`config.mk`:
```
export PLATFORM = sky130hd
export DESIGN_NAME = mesm6_ifetch_queue_flat
export DESIGN_NICKNAME = d
export VERILOG_FILES = /design/src/rtl/mesm6_ifetch_queue_if.sv /design/src/rtl/mesm6_ifetch_queue.sv /design/src/flat_wrapper.sv
export SDC_FILE = /design/constraint.sdc
export NUM_CORES = 1
export LEC_CHECK = 0
export BUFFER_PORTS_ARGS = -buffer_cell sky130_fd_sc_hd__buf_2
export CAP_MARGIN = 20
export CORE_MARGIN = 2
export CORE_UTILIZATION = 55
export CTS_CLUSTER_SIZE = 16
export DETAILED_ROUTE_END_ITERATION = 6
export GPL_TIMING_DRIVEN = 0
export MAX_ROUTING_LAYER = met4
export PLACE_DENSITY = 0.83
export SYNTH_ARGS = -nofsm -noshare
export SYNTH_HDL_FRONTEND = slang
export SYNTH_SLANG_ARGS = --single-unit
```
`constraint.sdc`:
```
create_clock -name clk -period 3.9 [get_ports clk]
set_clock_uncertainty 0.2 [all_clocks]
set_input_delay 0.78 -clock clk [delete_from_list [all_inputs] [get_ports clk]]
set_output_delay 0.78 -clock clk [all_outputs]
set_load 0.005 [all_outputs]
```
`src/rtl/mesm6_ifetch_queue_if.sv`:
```
// Bundle of the instruction bus, the opcode delivery handshake and the
// flush request that connect the prefetch queue to the rest of the core.
interface mesm6_ifetch_queue_if #(
    parameter int ADDR_W = 15,
    parameter int WORD_W = 48
);
    logic                  flush;
    logic [ADDR_W:0]       flush_pc;

    logic                  ibus_fetch;
    logic [ADDR_W-1:0]     ibus_addr;
    logic [WORD_W-1:0]     ibus_input;
    logic                  ibus_done;

    logic                  op_valid;
    logic [WORD_W/2-1:0]   op_data;
    logic [ADDR_W:0]       op_pc;
    logic                  op_ready;

    // The prefetch queue itself: masters the ibus, sources opcodes.
    modport master (
        input  flush, flush_pc, ibus_input, ibus_done, op_ready,
        output ibus_fetch, ibus_addr, op_valid, op_data, op_pc
    );

    // Surrounding core: memory side of the ibus plus the sequencer.
    modport slave (
        output flush, flush_pc, ibus_input, ibus_done, op_ready,
        input  ibus_fetch, ibus_addr, op_valid, op_data, op_pc
    );
endinterface

```
`src/rtl/mesm6_ifetch_queue.sv`:
```
// MESM-6 instruction prefetch queue: fetches instruction words ahead of
// execution into a DEPTH-word ring buffer and hands out 24-bit half-word
// opcodes (left half first) together with their half-word PC.
module mesm6_ifetch_queue #(
    parameter int              ADDR_W   = 15,
    parameter int              WORD_W   = 48,
    parameter int              DEPTH    = 4,
    parameter logic [ADDR_W:0] RESET_PC = '0
) (
    input  logic                 clk,
    input  logic                 reset,
    mesm6_ifetch_queue_if.master bus
);
    localparam int HALF  = WORD_W / 2;
    localparam int PTR_W = $clog2(DEPTH);

    localparam logic [PTR_W:0]    DEPTH_C = (PTR_W + 1)'(DEPTH);
    localparam logic [PTR_W:0]    CNT_ONE = 1;
    localparam logic [PTR_W-1:0]  PTR_ONE = 1;
    localparam logic [ADDR_W-1:0] FA_ONE  = 1;
    localparam logic [ADDR_W:0]   PC_ONE  = 1;

    logic [WORD_W-1:0] mem [DEPTH];
    logic [PTR_W-1:0]  rd_ptr;
    logic [PTR_W-1:0]  wr_ptr;
    logic [PTR_W:0]    count;
    logic [ADDR_W-1:0] fa;
    logic [ADDR_W-1:0] addr_q;
    logic              pending;
    logic              discard;
    logic [ADDR_W:0]   op_pc_q;

    logic [WORD_W-1:0] head;
    logic              consume;
    logic              do_pop;
    logic              complete;
    logic              do_write;
    logic              issue;

    // Decode this cycle's events; flush overrides both consume and write.
    always_comb begin
        head     = mem[rd_ptr];
        consume  = (count != '0) && bus.op_ready && !bus.flush;
        do_pop   = consume && op_pc_q[0];
        complete = pending && bus.ibus_done;
        do_write = complete && !discard && !bus.flush;
        issue    = !pending && (count < DEPTH_C) && !bus.flush;
    end

    assign bus.op_valid   = (count != '0);
    assign bus.op_data    = op_pc_q[0] ? head[HALF-1:0] : head[WORD_W-1:HALF];
    assign bus.op_pc      = op_pc_q;
    assign bus.ibus_fetch = pending;
    assign bus.ibus_addr  = addr_q;

    // Word storage; only accepted (non-discarded) responses are written.
    always_ff @(posedge clk) begin
        if (do_write) begin
            mem[wr_ptr] <= bus.ibus_input;
        end
    end

    // Ring pointers and occupancy; a pop and a write together leave count alone.
    always_ff @(posedge clk) begin
        if (reset || bus.flush) begin
            rd_ptr <= '0;
            wr_ptr <= '0;
            count  <= '0;
        end else begin
            if (do_write) wr_ptr <= wr_ptr + PTR_ONE;
            if (do_pop)   rd_ptr <= rd_ptr + PTR_ONE;
            case ({do_write, do_pop})
                2'b10:   count <= count + CNT_ONE;
                2'b01:   count <= count - CNT_ONE;
                default: count <= count;
            endcase
        end
    end

    // Fetch engine: one outstanding request, address held until the bus answers,
    // and a discard flag that swallows the response of a fetch overtaken by flush.
    always_ff @(posedge clk) begin
        if (reset) begin
            fa      <= RESET_PC[ADDR_W:1];
            addr_q  <= RESET_PC[ADDR_W:1];
            pending <= 1'b0;
            discard <= 1'b0;
        end else begin
            if (bus.flush) begin
                fa <= bus.flush_pc[ADDR_W:1];
            end else if (do_write) begin
                fa <= fa + FA_ONE;
            end

            if (issue) begin
                pending <= 1'b1;
                addr_q  <= fa;
            end else if (complete) begin
                pending <= 1'b0;
            end

            if (bus.flush) begin
                discard <= pending && !bus.ibus_done;
            end else if (complete) begin
                discard <= 1'b0;
            end
        end
    end

    // Half-word PC of the opcode currently presented.
    always_ff @(posedge clk) begin
        if (reset) begin
            op_pc_q <= RESET_PC;
        end else if (bus.flush) begin
            op_pc_q <= bus.flush_pc;
        end else if (consume) begin
            op_pc_q <= op_pc_q + PC_ONE;
        end
    end
endmodule

```
`src/flat_wrapper.sv`:
```
// flat-port wrapper written by rule: the top's interface ports become plain ports
module mesm6_ifetch_queue_flat 
#(
    parameter int              ADDR_W   = 15,
    parameter int              WORD_W   = 48,
    parameter int              DEPTH    = 4,
    parameter logic [ADDR_W:0] RESET_PC = '0
)
  (clk, reset, bus_flush, bus_flush_pc, bus_ibus_input, bus_ibus_done, bus_op_ready, bus_ibus_fetch, bus_ibus_addr, bus_op_valid, bus_op_data, bus_op_pc);
  mesm6_ifetch_queue_if #(.ADDR_W(ADDR_W), .WORD_W(WORD_W)) bus_i ();
  input  logic clk;
  input  logic reset;
  input wire logic [$bits(bus_i.flush)-1:0] bus_flush;
  input wire logic [$bits(bus_i.flush_pc)-1:0] bus_flush_pc;
  input wire logic [$bits(bus_i.ibus_input)-1:0] bus_ibus_input;
  input wire logic [$bits(bus_i.ibus_done)-1:0] bus_ibus_done;
  input wire logic [$bits(bus_i.op_ready)-1:0] bus_op_ready;
  output wire logic [$bits(bus_i.ibus_fetch)-1:0] bus_ibus_fetch;
  output wire logic [$bits(bus_i.ibus_addr)-1:0] bus_ibus_addr;
  output wire logic [$bits(bus_i.op_valid)-1:0] bus_op_valid;
  output wire logic [$bits(bus_i.op_data)-1:0] bus_op_data;
  output wire logic [$bits(bus_i.op_pc)-1:0] bus_op_pc;
  assign bus_i.flush = bus_flush;
  assign bus_i.flush_pc = bus_flush_pc;
  assign bus_i.ibus_input = bus_ibus_input;
  assign bus_i.ibus_done = bus_ibus_done;
  assign bus_i.op_ready = bus_op_ready;
  assign bus_ibus_fetch = bus_i.ibus_fetch;
  assign bus_ibus_addr = bus_i.ibus_addr;
  assign bus_op_valid = bus_i.op_valid;
  assign bus_op_data = bus_i.op_data;
  assign bus_op_pc = bus_i.op_pc;
  mesm6_ifetch_queue #(.ADDR_W(ADDR_W), .WORD_W(WORD_W), .DEPTH(DEPTH), .RESET_PC(RESET_PC)) u_core (.clk(clk), .reset(reset), .bus(bus_i));
endmodule
```
==> results by group <==
Routing
  • Drt wl/cell: 19.9 microns
  • Vias/cell: 5.63
  • DRT Pass-1 Iters: 5
  • Final ANT Viol Nets: 0
  • Routed WL: 19800 microns
  • Initial DRC Count: 436
  • Vias: 5615
  • Drt drc: 0

Synthesis
  • Synth Instances: 592
  • Mapped cell area: 0.00994 sq mm
  • EDFF count, synth: 192
  • Syn_nets: 669
  • Main synth FF type: edfxtp_1
  • FFs w/ async S/R, synth: 0%
  • Yosys reg bits: 249
  • Seq/Total Area, Yosys: 69.5%
  • Post-Syn Area per Cell: 16.8 sq um
  • Cell variety after synth: 50
  • Yosys Warn Count: 0

Final layout
  • Final instance area: 0.0117 sq mm
  • Most frequent cells in the layout: edfxtp_1 (192), buf_2 (133), dfxtp_1 (57)
  • # nets final: 824
  • Fillers: 1204
  • Synth-to-Final Area Change: 17.7%
  • Commonest non-fill, non-tap cell in the layout: edfxtp_1
  • Layout cells sized above 1: 34.2%

GRT
  • Grt ovf: 0
  • Largest net degree at the start of global routing: 35
  • Vias in the first global route: 5829
  • First-pass GRT wire length: 31000 microns
  • Initial antenna violation count: 3
  • Total track usage: 21.2%

Power and ir drop
  • Cell Pwr Density: 458 mW/mm^2
  • Tot Pwr: 5.36 mW
  • VDD IR max: 0.000325 V
  • Leakage: 4.10 nW

Timing
  • Final Max Tran Viols: 0
  • Max-slew headroom: 51.3%
  • Part of the cycle the worst path needs: 83.7%
  • Fmax: 306 MHz
  • Worst-Margin Slew: 0.730 ns
  • Setup repair after global routing missed its margin: no
  • Final setup viols: 0
  • Crit path time final: 3.26 ns
  • Final WS setup: 0.637 ns
  • Final hold vios: 0

Floorplan
  • Die Footprint: 0.0192 sq mm
  • Die Span X: 138 microns
  • Die H: 138 microns
  • Core area: 0.0178 sq mm
  • Initial Utilization: 55.7%
  • I/O Pins: 126
  • Core Rows: 49

CTS
  • CTS Hold Bufs: 0
  • Clk slew on worst S/H paths: 0.06 ns
  • H-tree Lvls: 1
  • Postcts setup bufs: 0
  • Clock latency on the worst-skew pair: 0.51 ns
  • TritonCTS Buffers: 25
  • CTS tree: built
  • CTS Root Cell: clkbuf_16
  • CTS sink cnt: 249
  • CTS Buffer Depth: 3
  • Post-cts sizing count: 0

Placed design
  • Dpl ws: 0.621 ns
  • DP HPWL: 13400 microns
  • Routability cong.: 0.855
  • Area after DPL: 0.0109 sq mm
  • Port Buffer Count: 124

Worst setup path
  • WP data required: 2.92 ns
  • Reg2reg setup slack: 1.20 ns
  • Worst Path Max Fanout: 10
  • Worst setup path category: register to output pin
  • CP Data Arrival Time: 2.28 ns
  • Crit. End Element: output pin
  • Startpoint types: register

Worst hold path
  • Hold/Removal Path Class: register to register

Outcome
  • Outcome: finished clean

Job
  • Max_cap viols: 0
-- stage by stage --
step           hold WS, ns  util [%]  TNS, ns  cells
2_1_floorplan        0.240         -        0    592
3_3_place_gp         0.243      60.8   -54.20    945
3_5_place_dp         0.243      61.3        0    949
4_1_cts              0.251      65.6        0    994
5_1_grt              0.269      65.6        0    997
6_report             0.249      65.6        0    997
-- cell usage after synthesis (all sizes together) (2+ instances only) --
library cell	n	area (sq um)
edfxtp	192	5770
dfxtp	57	1140
mux4	48	1080
nand2	38	143
a21oi	36	180
mux2	24	270
inv	23	86.3
a21boi	15	113
buf	15	97.6
clkbuf	14	52.6
nor2	14	52.6
xnor2	14	123
nor3	11	60.1
nand3	10	55.1
xor2	10	87.6
nand4	8	71.3
ha	7	87.6
o31a	7	61.3
nor4	6	58.8
o21a	6	45.0
and2	5	31.3
mux2i	5	50.1
and3	3	18.8
nor3b	3	27.5
or3	3	18.8
a211oi	2	15.0
and4	2	17.5
o21ai	2	10.0
o21bai	2	15.0
-- sequential cells by signal (all words and copies together) (netlist names), named ones only --
name	cells
u_core.bus.ibus_fetch	1
u_core.rd_ptr	2
u_core.discard	1
u_core.bus.ibus_addr	15
u_core.bus.op_pc	16
u_core.wr_ptr	2
u_core.fa	15
u_core.mem	192
u_core.count	3
-- path summary, 6_finish.rpt --
check                           cells past startpoint                     from                 endpoint
worst min-delay path                                2  u_core.bus.ibus_addr[5]  u_core.bus.ibus_addr[5]
worst max-delay path                                4                 register           bus_op_data[0]
worst min register to register                      2  u_core.bus.ibus_addr[5]  u_core.bus.ibus_addr[5]
worst max register to register                      5    u_core.bus.ibus_fetch        u_core.mem[0][43]
-- power by group --
| group | internal [mW] | total [mW] | switching, mW | leakage, nW |
|---|---|---|---|---|
| sequential | 2.90 | 2.93 | 0.0384 | 2.20 |
| combinational | 0.109 | 0.236 | 0.127 | 1.53 |
| clock | 1.27 | 2.18 | 0.916 | 0.374 |
-- worst max-delay path, cell delays in order, from the launching register on --
cell and delay (ns):
dfxtp_1 0.40, buf_2 0.36, mux4_2 0.59, mux2_2 0.28
buf_2 0.14
-- layout make-up --
class,instances,area (sq um),share of cell area (%)
sequential,249,6910,59.0
inverter,23,86.3,0.738
buffer,29,150,1.28
timing repair buffer,128,701,5.99
tap,229,287,2.45
antenna,3,7.51,0.0641
clock buffer,33,707,6.04
multi-input combinational,291,2800,23.9
clock inverter,12,57.6,0.492
-- cells by family (layout without fill, tap and decap cells) --
logic type | count (synthesis) | in the layout | share of synthesized area (%)
flip-flops | 249 | 249 | 69.5
AND/OR/NAND/NOR | 108 | 108 | 6.09
multiplexers | 77 | 77 | 14.1
AO/OA/AOI/OAI | 74 | 74 | 4.76
buffers and inverters | 52 | 225 | 2.38
XOR/XNOR | 24 | 24 | 2.11
adder cells (fa/ha/maj) | 8 | 8 | 1.08
other | 0 | 3 | 0
-- layer usage --
metal	global-route usage (%)	vias up	share of wire, %
li1	-	2599	-
met1	27.3	2786	41
met2	35.6	196	51
met3	3.67	34	6.1
met4	5.16	0	1.8
met5	-	-	0
Note: power is estimated with default switching activity, not from simulation.
